File: config.mk
export PLATFORM = sky130hd
export DESIGN_NAME = bin_to_digits
export DESIGN_NICKNAME = d
export VERILOG_FILES = /design/src/rtl/display_pkg.sv /design/src/rtl/bcd_add3.sv /design/src/rtl/bin_to_digits.sv
export SDC_FILE = /design/constraint.sdc
export NUM_CORES = 1
export LEC_CHECK = 0
export BUFFER_PORTS_ARGS = -buffer_cell sky130_fd_sc_hd__buf_4
export CAP_MARGIN = 0
export CELL_PAD_IN_SITES_DETAIL_PLACEMENT = 1
export CELL_PAD_IN_SITES_GLOBAL_PLACEMENT = 1
export CORE_UTILIZATION = 36
export CTS_BUF_LIST = sky130_fd_sc_hd__clkbuf_2
export CTS_CLUSTER_SIZE = 12
export DETAILED_ROUTE_END_ITERATION = 10
export GPL_ROUTABILITY_DRIVEN = 0
export PLACE_DENSITY = 0.72
export SLEW_MARGIN = 0
export SYNTH_ARGS = -nofsm -noshare
export SYNTH_HDL_FRONTEND = slang
export SYNTH_SLANG_ARGS = --single-unit
File: constraint.sdc
create_clock -name clk -period 1.6 [get_ports clk]
set_clock_uncertainty 0.15 [all_clocks]
set_input_delay 0.08 -clock clk [delete_from_list [all_inputs] [get_ports clk]]
set_output_delay 0.08 -clock clk [all_outputs]
set_load 0.005 [all_outputs]
File: src/rtl/display_pkg.sv
// Digit codes shared with the seven_segment decoder, plus converter state
// encoding and a compile-time power-of-ten helper.
package display_pkg;

    localparam logic [3:0] DIGIT_BLANK   = 4'hE;
    localparam logic [3:0] DIGIT_INVALID = 4'hF;

    typedef enum logic [1:0] {
        IDLE,
        SHIFT,
        FINISH
    } b2d_state_t;

    function automatic longint unsigned pow10(input int unsigned n);
        longint unsigned r;
        r = 1;
        for (int unsigned i = 0; i < n; i++) begin
            r = r * 10;
        end
        return r;
    endfunction

endpackage

File: src/rtl/bcd_add3.sv
// Double-dabble nibble adjust: add 3 when the BCD nibble is 5 or more.
module bcd_add3 (
    input  logic [3:0] nibble_in,
    output logic [3:0] nibble_out
);

    always_comb begin
        nibble_out = (nibble_in >= 4'd5) ? nibble_in + 4'd3 : nibble_in;
    end

endmodule

File: src/rtl/bin_to_digits.sv
// Sequential double-dabble binary-to-decimal converter producing packed
// display digit codes with optional leading-zero blanking and overflow flag.
module bin_to_digits
    import display_pkg::*;
#(
    parameter int BIN_W         = 10,
    parameter int NUM_DIGITS    = 3,
    parameter int BLANK_LEADING = 1
) (
    input  logic                    clk,
    input  logic                    rst,
    input  logic                    start,
    input  logic [BIN_W-1:0]        value,
    output logic                    busy,
    output logic                    done,
    output logic [4*NUM_DIGITS-1:0] digits,
    output logic                    overflow
);

    localparam int NIB   = NUM_DIGITS + 1;
    localparam int BCD_W = 4 * NIB;
    localparam int CNT_W = $clog2(BIN_W + 1);
    localparam longint unsigned MAX_VAL = pow10(NUM_DIGITS) - 1;

    b2d_state_t              state, state_next;
    logic [BIN_W-1:0]        bin;
    logic [BCD_W-1:0]        bcd, bcd_adj;
    logic [CNT_W-1:0]        cnt;
    logic                    ovf_latch;
    logic [4*NUM_DIGITS-1:0] fmt;
    logic                    guard_unused;

    // One adjuster per nibble, including the guard nibble.
    for (genvar g = 0; g < NIB; g++) begin : g_adj
        bcd_add3 u_add3 (
            .nibble_in  (bcd[4*g +: 4]),
            .nibble_out (bcd_adj[4*g +: 4])
        );
    end

    assign guard_unused = bcd_adj[BCD_W-1];
    assign busy         = (state != IDLE);

    always_ff @(posedge clk) begin
        if (rst) state <= IDLE;
        else     state <= state_next;
    end

    always_comb begin
        state_next = state;
        case (state)
            IDLE:    if (start) state_next = SHIFT;
            SHIFT:   if (cnt == CNT_W'(1)) state_next = FINISH;
            FINISH:  state_next = IDLE;
            default: state_next = IDLE;
        endcase
    end

    // Leading zeros are blanked scanning down from the MSD; digit 0 is never blanked.
    always_comb begin
        logic        seen;
        int unsigned idx;
        fmt  = bcd[4*NUM_DIGITS-1:0];
        seen = 1'b0;
        idx  = 0;
        for (int unsigned k = 0; k + 1 < NUM_DIGITS; k++) begin
            idx = NUM_DIGITS - 1 - k;
            if (!seen && fmt[4*idx +: 4] == 4'd0) begin
                if (BLANK_LEADING != 0) fmt[4*idx +: 4] = DIGIT_BLANK;
            end else begin
                seen = 1'b1;
            end
        end
    end

    always_ff @(posedge clk) begin
        if (rst) begin
            bin       <= '0;
            bcd       <= '0;
            cnt       <= '0;
            ovf_latch <= 1'b0;
            done      <= 1'b0;
            overflow  <= 1'b0;
            digits    <= {NUM_DIGITS{DIGIT_BLANK}};
        end else begin
            done <= 1'b0;
            case (state)
                IDLE: begin
                    if (start) begin
                        bin       <= value;
                        bcd       <= '0;
                        cnt       <= CNT_W'(BIN_W);
                        ovf_latch <= (64'(value) > MAX_VAL);
                    end
                end
                SHIFT: begin
                    bcd <= {bcd_adj[BCD_W-2:0], bin[BIN_W-1]};
                    bin <= bin << 1;
                    cnt <= cnt - CNT_W'(1);
                end
                FINISH: begin
                    done     <= 1'b1;
                    overflow <= ovf_latch;
                    digits   <= ovf_latch ? {NUM_DIGITS{DIGIT_INVALID}} : fmt;
                end
                default: ;
            endcase
        end
    end

endmodule

==> key figures, run 1 <==
Timing
  – Final setup margin: -0.0499 ns
  – RSZ-0062 raised after global routing: true
  – Rel. slew slack: 0.729
  – Max-slew violations: 0
  – Fmax achieved: 606 MHz
  – Final Hold Viols: 0
  – Slew @ Worst Pin: 0.405 ns
  – Final Critical Period: 1.65 ns
  – Final setup violation count: 3
  – Setup TNS: -0.127 ns
  – Final period utilization: 1.03

Logic synthesis
  – Synth Net Count: 271
  – Syn_area_per_cell: 8.33 um^2
  – Netlist cell types: 34
  – Synth Cell Area: 0.00207 mm^2
  – Number of flops mapped to enable cells by yosys: 0
  – Yosys top cell area share: 0.415
  – Synth area leaders: dfxtp_1 (42%), nor2_1 (8.3%), a21oi_1 (6.3%), ha_1 (5.4%), nor3_1 (4.1%)
  – Top_reg_cell synth: dfxtp_1
  – Asr flop ratio synth: 0
  – Post-synth top area cell: dfxtp_1
  – Yosys reg bits: 43
  – Post-synthesis sequential area ratio: 0.415
  – Syn Inst Count: 249
  – YS warnings: 0

GRT
  – First-pass GRT wire length: 9930 um
  – Overflow after GRT: 0
  – Number of global-route vias before repair: 2024
  – M2 GR Usage: 0.381
  – M3 GR Usage: 0.0365
  – Met1 GRT Util: 0.256
  – Initial antenna violation count: 0
  – Pin count of the biggest net entering global routing: 22
  – GR peak layer: met2
  – Total GRT Usage: 0.211

Power and ir drop
  – Design Power: 1.93 mW
  – Worst vdd ir: 361 uV
  – Leak pwr: 1.21 nW
  – Pwr dens: 690 mW/mm^2

Clock network
  – # H-tree levels: 2
  – Worst-Skew Late Latency: 0.41 ns
  – CTS tree: yes
  – Clk buf depth: 2
  – CTS sink cnt: 43
  – CTS root buf: clkbuf_2
  – CTS Buf Count: 5
  – CTS clk-pin slew, worst paths: 0.22 ns

Drt
  – Vias per Instance: 5.11
  – Final ANT Viol Nets: 0
  – DRT Pass-1 Iters: 4
  – # DRC: 0
  – Post-DR wirelength/cell: 15.2 um
  – Via Count: 1966
  – Final wirelength: 5840 um
  – Initial drt markers: 83

Finish
  – Layout cells sized above 1: 0.304
  – ANT cells: 0
  – Area delta synth->final: 35.2%
  – Final #Nets: 334
  – Utilization after layout: 0.506

Worst setup path
  – CP Class: register to register
  – Crit path DAT: 1.87 ns
  – CP Launch Type: register
  – Worst Path Required: 1.82 ns
  – Critical Path Sink Type: register
  – Crit Path Max Fanout: 3

Die
  – Core area: 0.00554 mm^2
  – Die H: 77.9 um
  – Number of top-level pins: 28
  – Row cnt: 27
  – Initial Utilization: 0.374
  – Die ar.: 0.00607 mm^2
  – Chip width: 77.9 um

Placed design
  – Detailed Place HPWL: 4050 um
  – PortBufs: 27

Outcome
  – Failing checks: setup timing
  – Outcome: finished, violations left

Job
  – Max-Cap Viols: 0

Hold path
  – Hold crit path type: input port to register
-- state kept, by name, indices dropped and copies added, names as in the netlist --
signal and flops:
overflow 1, state 2, cnt 4, bcd 12, bin 10, digits 12, done 1, ovf_latch 1
-- kinds of logic (layout without fill, tap and decap cells) --
family | count (synthesis) | after routing | synth area share
xor+xnor | 4 | 4 | 0.0169
mux | 3 | 3 | 0.0145
simple gates | 95 | 95 | 0.225
flops | 43 | 43 | 0.415
compound gates | 65 | 65 | 0.216
fa+ha+maj | 9 | 9 | 0.0543
buf+inv | 30 | 94 | 0.0585
-- layout by cell type (no fill, tap or decap), types with 7 or more instances in the layout --
master and count:
dfxtp_1 36, a22o_1 8, a21oi_1 23, o21bai_1 10
nor3_1 15, ha_1 7, nor2_1 46, dlygate4sd3_1 13
buf_4 58, inv_1 14
-- worst max-delay path, cell delays in order (launching register included) --
cell and delay, ns:
dfxtp_2 0.39, inv_4 0.07, ha_4 0.12, or3b_4 0.39
nor4b_4 0.26, nor4_1 0.08, o21bai_1 0.14
-- report_power, final --
group / switching [mW] / internal, mW / total, mW / leakage (nW)
sequential: 0.0361 / 1.11 / 1.15 / 0.354
clock: 0.365 / 0.105 / 0.470 / 0.0281
combinational: 0.157 / 0.156 / 0.313 / 0.826
total: 0.558 / 1.38 / 1.93 / 1.21
-- per-stage QoR --
stage | hold WS (ns) | cell area [um^2] | cells | worst slack, ns
finish | 0.296 | 2800 | 385 | -0.0499
global route | 0.321 | 2800 | 385 | -0.142
CTS | 0.273 | 2730 | 384 | -0.0532
detailed placement | 0.190 | 2520 | 360 | -0.0505
global placement | 0.172 | 2520 | 360 | -0.00346
floorplan | 0.0783 | 2090 | 249 | 0.0275
-- cell type report --
class / count / area [um^2]
fillers: 677 / 2740
multi-input cells: 176 / 1180
flip-flops and latches: 43 / 875
repair buffers: 71 / 566
well taps: 72 / 90.1
inverters: 15 / 58.8
clock buffers: 6 / 30.0
clock inverters: 2 / 7.51
-- cells in the mapped netlist (all sizes together) (6+ instances only) --
cell type / n
nor2: 46
dfxtp: 43
a21oi: 26
nor3: 17
inv: 15
o21bai: 10
buf: 9
ha: 9
a22o: 8
nor2b: 7
clkbuf: 6
-- path summary, 6_finish.rpt --
kind,from,endpoint,slack (ns),cells after the start
worst max-delay path,bcd[9]$_SDFFE_PP0P_,digits[6]$_SDFFE_PP1P_,-0.05,6
worst max register to register,bcd[9]$_SDFFE_PP0P_,digits[6]$_SDFFE_PP1P_,-0.05,6
worst min-delay path,value[0],bin[0]$_SDFFE_PP0P_,0.30,4
worst min register to register,bin[9]$_SDFFE_PP0P_,bcd[0]$_SDFFE_PP0P_,0.32,2
-- what timing repair did --
| action | CTS | global route |
|---|---|---|
| endpoints found under the hold margin | 22 | 0 |
| gates resized for setup | 11 | 17 |
| buffers inserted | 3 | 1 |
| hold buffers | 13 | 0 |
| setup endpoints to repair | 16 | 16 |
| pin swaps | 3 | 5 |
-- routing by layer --
metal  wire length [um]  part of all wire  vias to the layer above
li1                   -                 -                      996
met1               2680              0.46                      935
met2               2960              0.51                       26
met3                120             0.021                        9
met4                 76             0.013                        0
met5                  0                 0                        -
No activity file was read; power rests on OpenSTA's default activity.
==> inputs of run 2 (changes only) <==
--- a/config.mk
+++ b/config.mk
@@ -9,12 +9,14 @@
 export CAP_MARGIN = 0
 export CELL_PAD_IN_SITES_DETAIL_PLACEMENT = 1
 export CELL_PAD_IN_SITES_GLOBAL_PLACEMENT = 1
+export CORE_MARGIN = 3
 export CORE_UTILIZATION = 36
 export CTS_BUF_LIST = sky130_fd_sc_hd__clkbuf_2
 export CTS_CLUSTER_SIZE = 12
 export DETAILED_ROUTE_END_ITERATION = 10
 export GPL_ROUTABILITY_DRIVEN = 0
 export PLACE_DENSITY = 0.72
+export SETUP_SLACK_MARGIN = 0.02
 export SLEW_MARGIN = 0
 export SYNTH_ARGS = -nofsm -noshare
 export SYNTH_HDL_FRONTEND = slang
==> run 2 against run 1 <==
Cell count is 0.26% higher. Routed wire length is 12% higher. Largest power group unchanged. Global-route usage is 1.1 points lower. Highest routed layer unchanged. Total power is 19% higher. Sequential power hardly changed. Flip-flop and latch count stayed put. Critical endpoint is now digits[7]$_SDFFE_PP1P_. Clock-buffer cell count is 1 lower. Clock power is 70% higher. The flow still finishes with violations (setup timing). Non-clock buffer count is 1 higher.
==> key figures, run 2 (synthesis results as in run 1) <==
Outcome
  – Outcome: finished, violations left
  – Failing checks: setup timing

Die
  – Die ar.: 0.00671 mm^2
  – Chip width: 81.9 um
  – Row cnt: 27
  – Initial Utilization: 0.374
  – Number of top-level pins: 28
  – Die H: 81.9 um
  – Core area: 0.00554 mm^2

GRT
  – Initial antenna violation count: 0
  – First-pass GRT wire length: 10400 um
  – Total GRT Usage: 0.200
  – Number of global-route vias before repair: 2079
  – Overflow after GRT: 0
  – Pin count of the biggest net entering global routing: 26

Job
  – Max-Cap Viols: 0

Timing
  – RSZ-0062 raised after global routing: true
  – Max-slew violations: 0
  – Rel. slew slack: 0.713
  – Fmax achieved: 597 MHz
  – Final period utilization: 1.05
  – Slew @ Worst Pin: 0.429 ns
  – Final Critical Period: 1.67 ns
  – Final Hold Viols: 0
  – Final setup margin: -0.0748 ns
  – Final setup violation count: 4
  – Setup TNS: -0.220 ns

Drt
  – Final ANT Viol Nets: 0
  – Metal3 WL: 182 um
  – Post-DR wirelength/cell: 17.0 um
  – Final wirelength: 6560 um
  – # DRC: 0
  – Via Count: 2039
  – Vias per Instance: 5.28
  – Met2 Wirelength: 3270 um
  – M1 wire length: 3060 um
  – DRT Pass-1 Iters: 4
  – Initial drt markers: 139
  – Top layer in use: met4

Finish
  – Final Non-Filler Cells: 386
  – FF/Latch Area: 876 um^2
  – Layout cells sized above 1: 0.360
  – Largest regs: bcd (12), digits (12), bin (10)
  – Filler Cell Count: 675
  – Commonest non-fill, non-tap cells in the layout: buf_4 (56), nor2_1 (46), dfxtp_1 (35)
  – Commonest non-fill, non-tap cell in the layout: buf_4
  – ANT cells: 0
  – Final instance area: 0.00300 mm^2
  – Final #Nets: 335
  – Area delta synth->final: 44.8%
  – Area of the multi-input gates: 0.00125 mm^2

Worst setup path
  – Crit Path Max Fanout: 3
  – CP Launch Type: register
  – Crit path DAT: 1.89 ns
  – Worst Path Required: 1.82 ns
  – CP Class: register to register
  – Critical Path Sink Type: register

Power and ir drop
  – Pwr dens: 764 mW/mm^2
  – Worst vdd ir: 512 uV
  – Sw Pwr: 590 uW
  – Part of the power in combinational logic: 0.151
  – Pint: 1.70 mW
  – Flop pwr share: 0.501
  – Leak pwr: 1.27 nW
  – Sw Ratio: 0.258
  – Design Power: 2.29 mW
  – Clock share of power: 0.348

Placed design
  – Placed cell area: 0.00249 mm^2
  – Placed Instances: 357
  – Placement Setup Slack: -0.145 ns
  – Detailed Place HPWL: 4040 um
  – PortBufs: 27

Clock network
  – Clk buf depth: 2
  – CTS root buf: clkbuf_2
  – CTS Buf Count: 5
  – # H-tree levels: 2
  – CTS tree: yes
  – CTS clk-pin slew, worst paths: 0.25 ns
  – CTS sink cnt: 43
  – Worst-Skew Late Latency: 0.41 ns

Hold path
  – Hold crit path type: input port to register
## run 2: changes by cell type in the layout (fill, tap and decap cells not counted), sizes merged
cell and change:
clkinvlp +1, bufinv +2, bufbuf +1, clkinv -2
dlygate4sd3 -2, buf +1
## run 2: per-stage QoR
stage          utilization  hold slack (ns)
2_1_floorplan            -           0.0783
3_3_place_gp         0.450            0.170
3_5_place_dp         0.450            0.184
4_1_cts              0.510           0.0335
5_1_grt              0.542           0.0321
6_report             0.542           0.0462
## run 2: worst paths after layout
path	start	cells after the start	slack, ns	endpoint
max reg2reg	bcd[9]$_SDFFE_PP0P_	6	-0.07	digits[7]$_SDFFE_PP1P_
min	start	3	0.05	cnt[1]$_SDFFE_PP0P_
min reg2reg	overflow$_SDFFE_PP0P_	2	0.34	overflow$_SDFFE_PP0P_
max	bcd[9]$_SDFFE_PP0P_	6	-0.07	digits[7]$_SDFFE_PP1P_
## run 2: power by group through the flow
stage / sequential (mW) / combinational [mW] / clock, mW
floorplan: 1.16 / 0.168 / 0
global placement: 1.17 / 0.269 / 0
finish: 1.15 / 0.346 / 0.798
detailed placement: 1.17 / 0.274 / 0
global route: 1.16 / 0.385 / 0.855
CTS: 1.15 / 0.311 / 0.811
## run 2: layer usage
layer / GRT usage / vias up
li1: - / 1001
met1: 0.269 / 997
met2: 0.338 / 37
met3: 0.0351 / 4
met4: 0.0365 / 0
met5: 0 / -
## run 2: area by class of cell
type,instances,share of cell area
well taps,72,0.0300
repair buffers,72,0.210
inverters,15,0.0196
flip-flops and latches,43,0.292
clock buffers,5,0.00833
clock inverters,3,0.0225
multi-input cells,176,0.418
## run 2: critical path, cell delays in order (launching register included)
cell and delay, ns:
dfxtp_2 0.38, inv_2 0.07, ha_4 0.12, or3b_4 0.39, nor4b_4 0.28, nor4_1 0.10
o21bai_1 0.14
## run 2: timing repair
action	in CTS	in global routing
buffers inserted	4	6
resized for setup	24	29
hold endpoints to repair	16	0
gates cloned	1	1
pin swaps	7	13
setup endpoints to repair	27	26
hold buffers	11	0
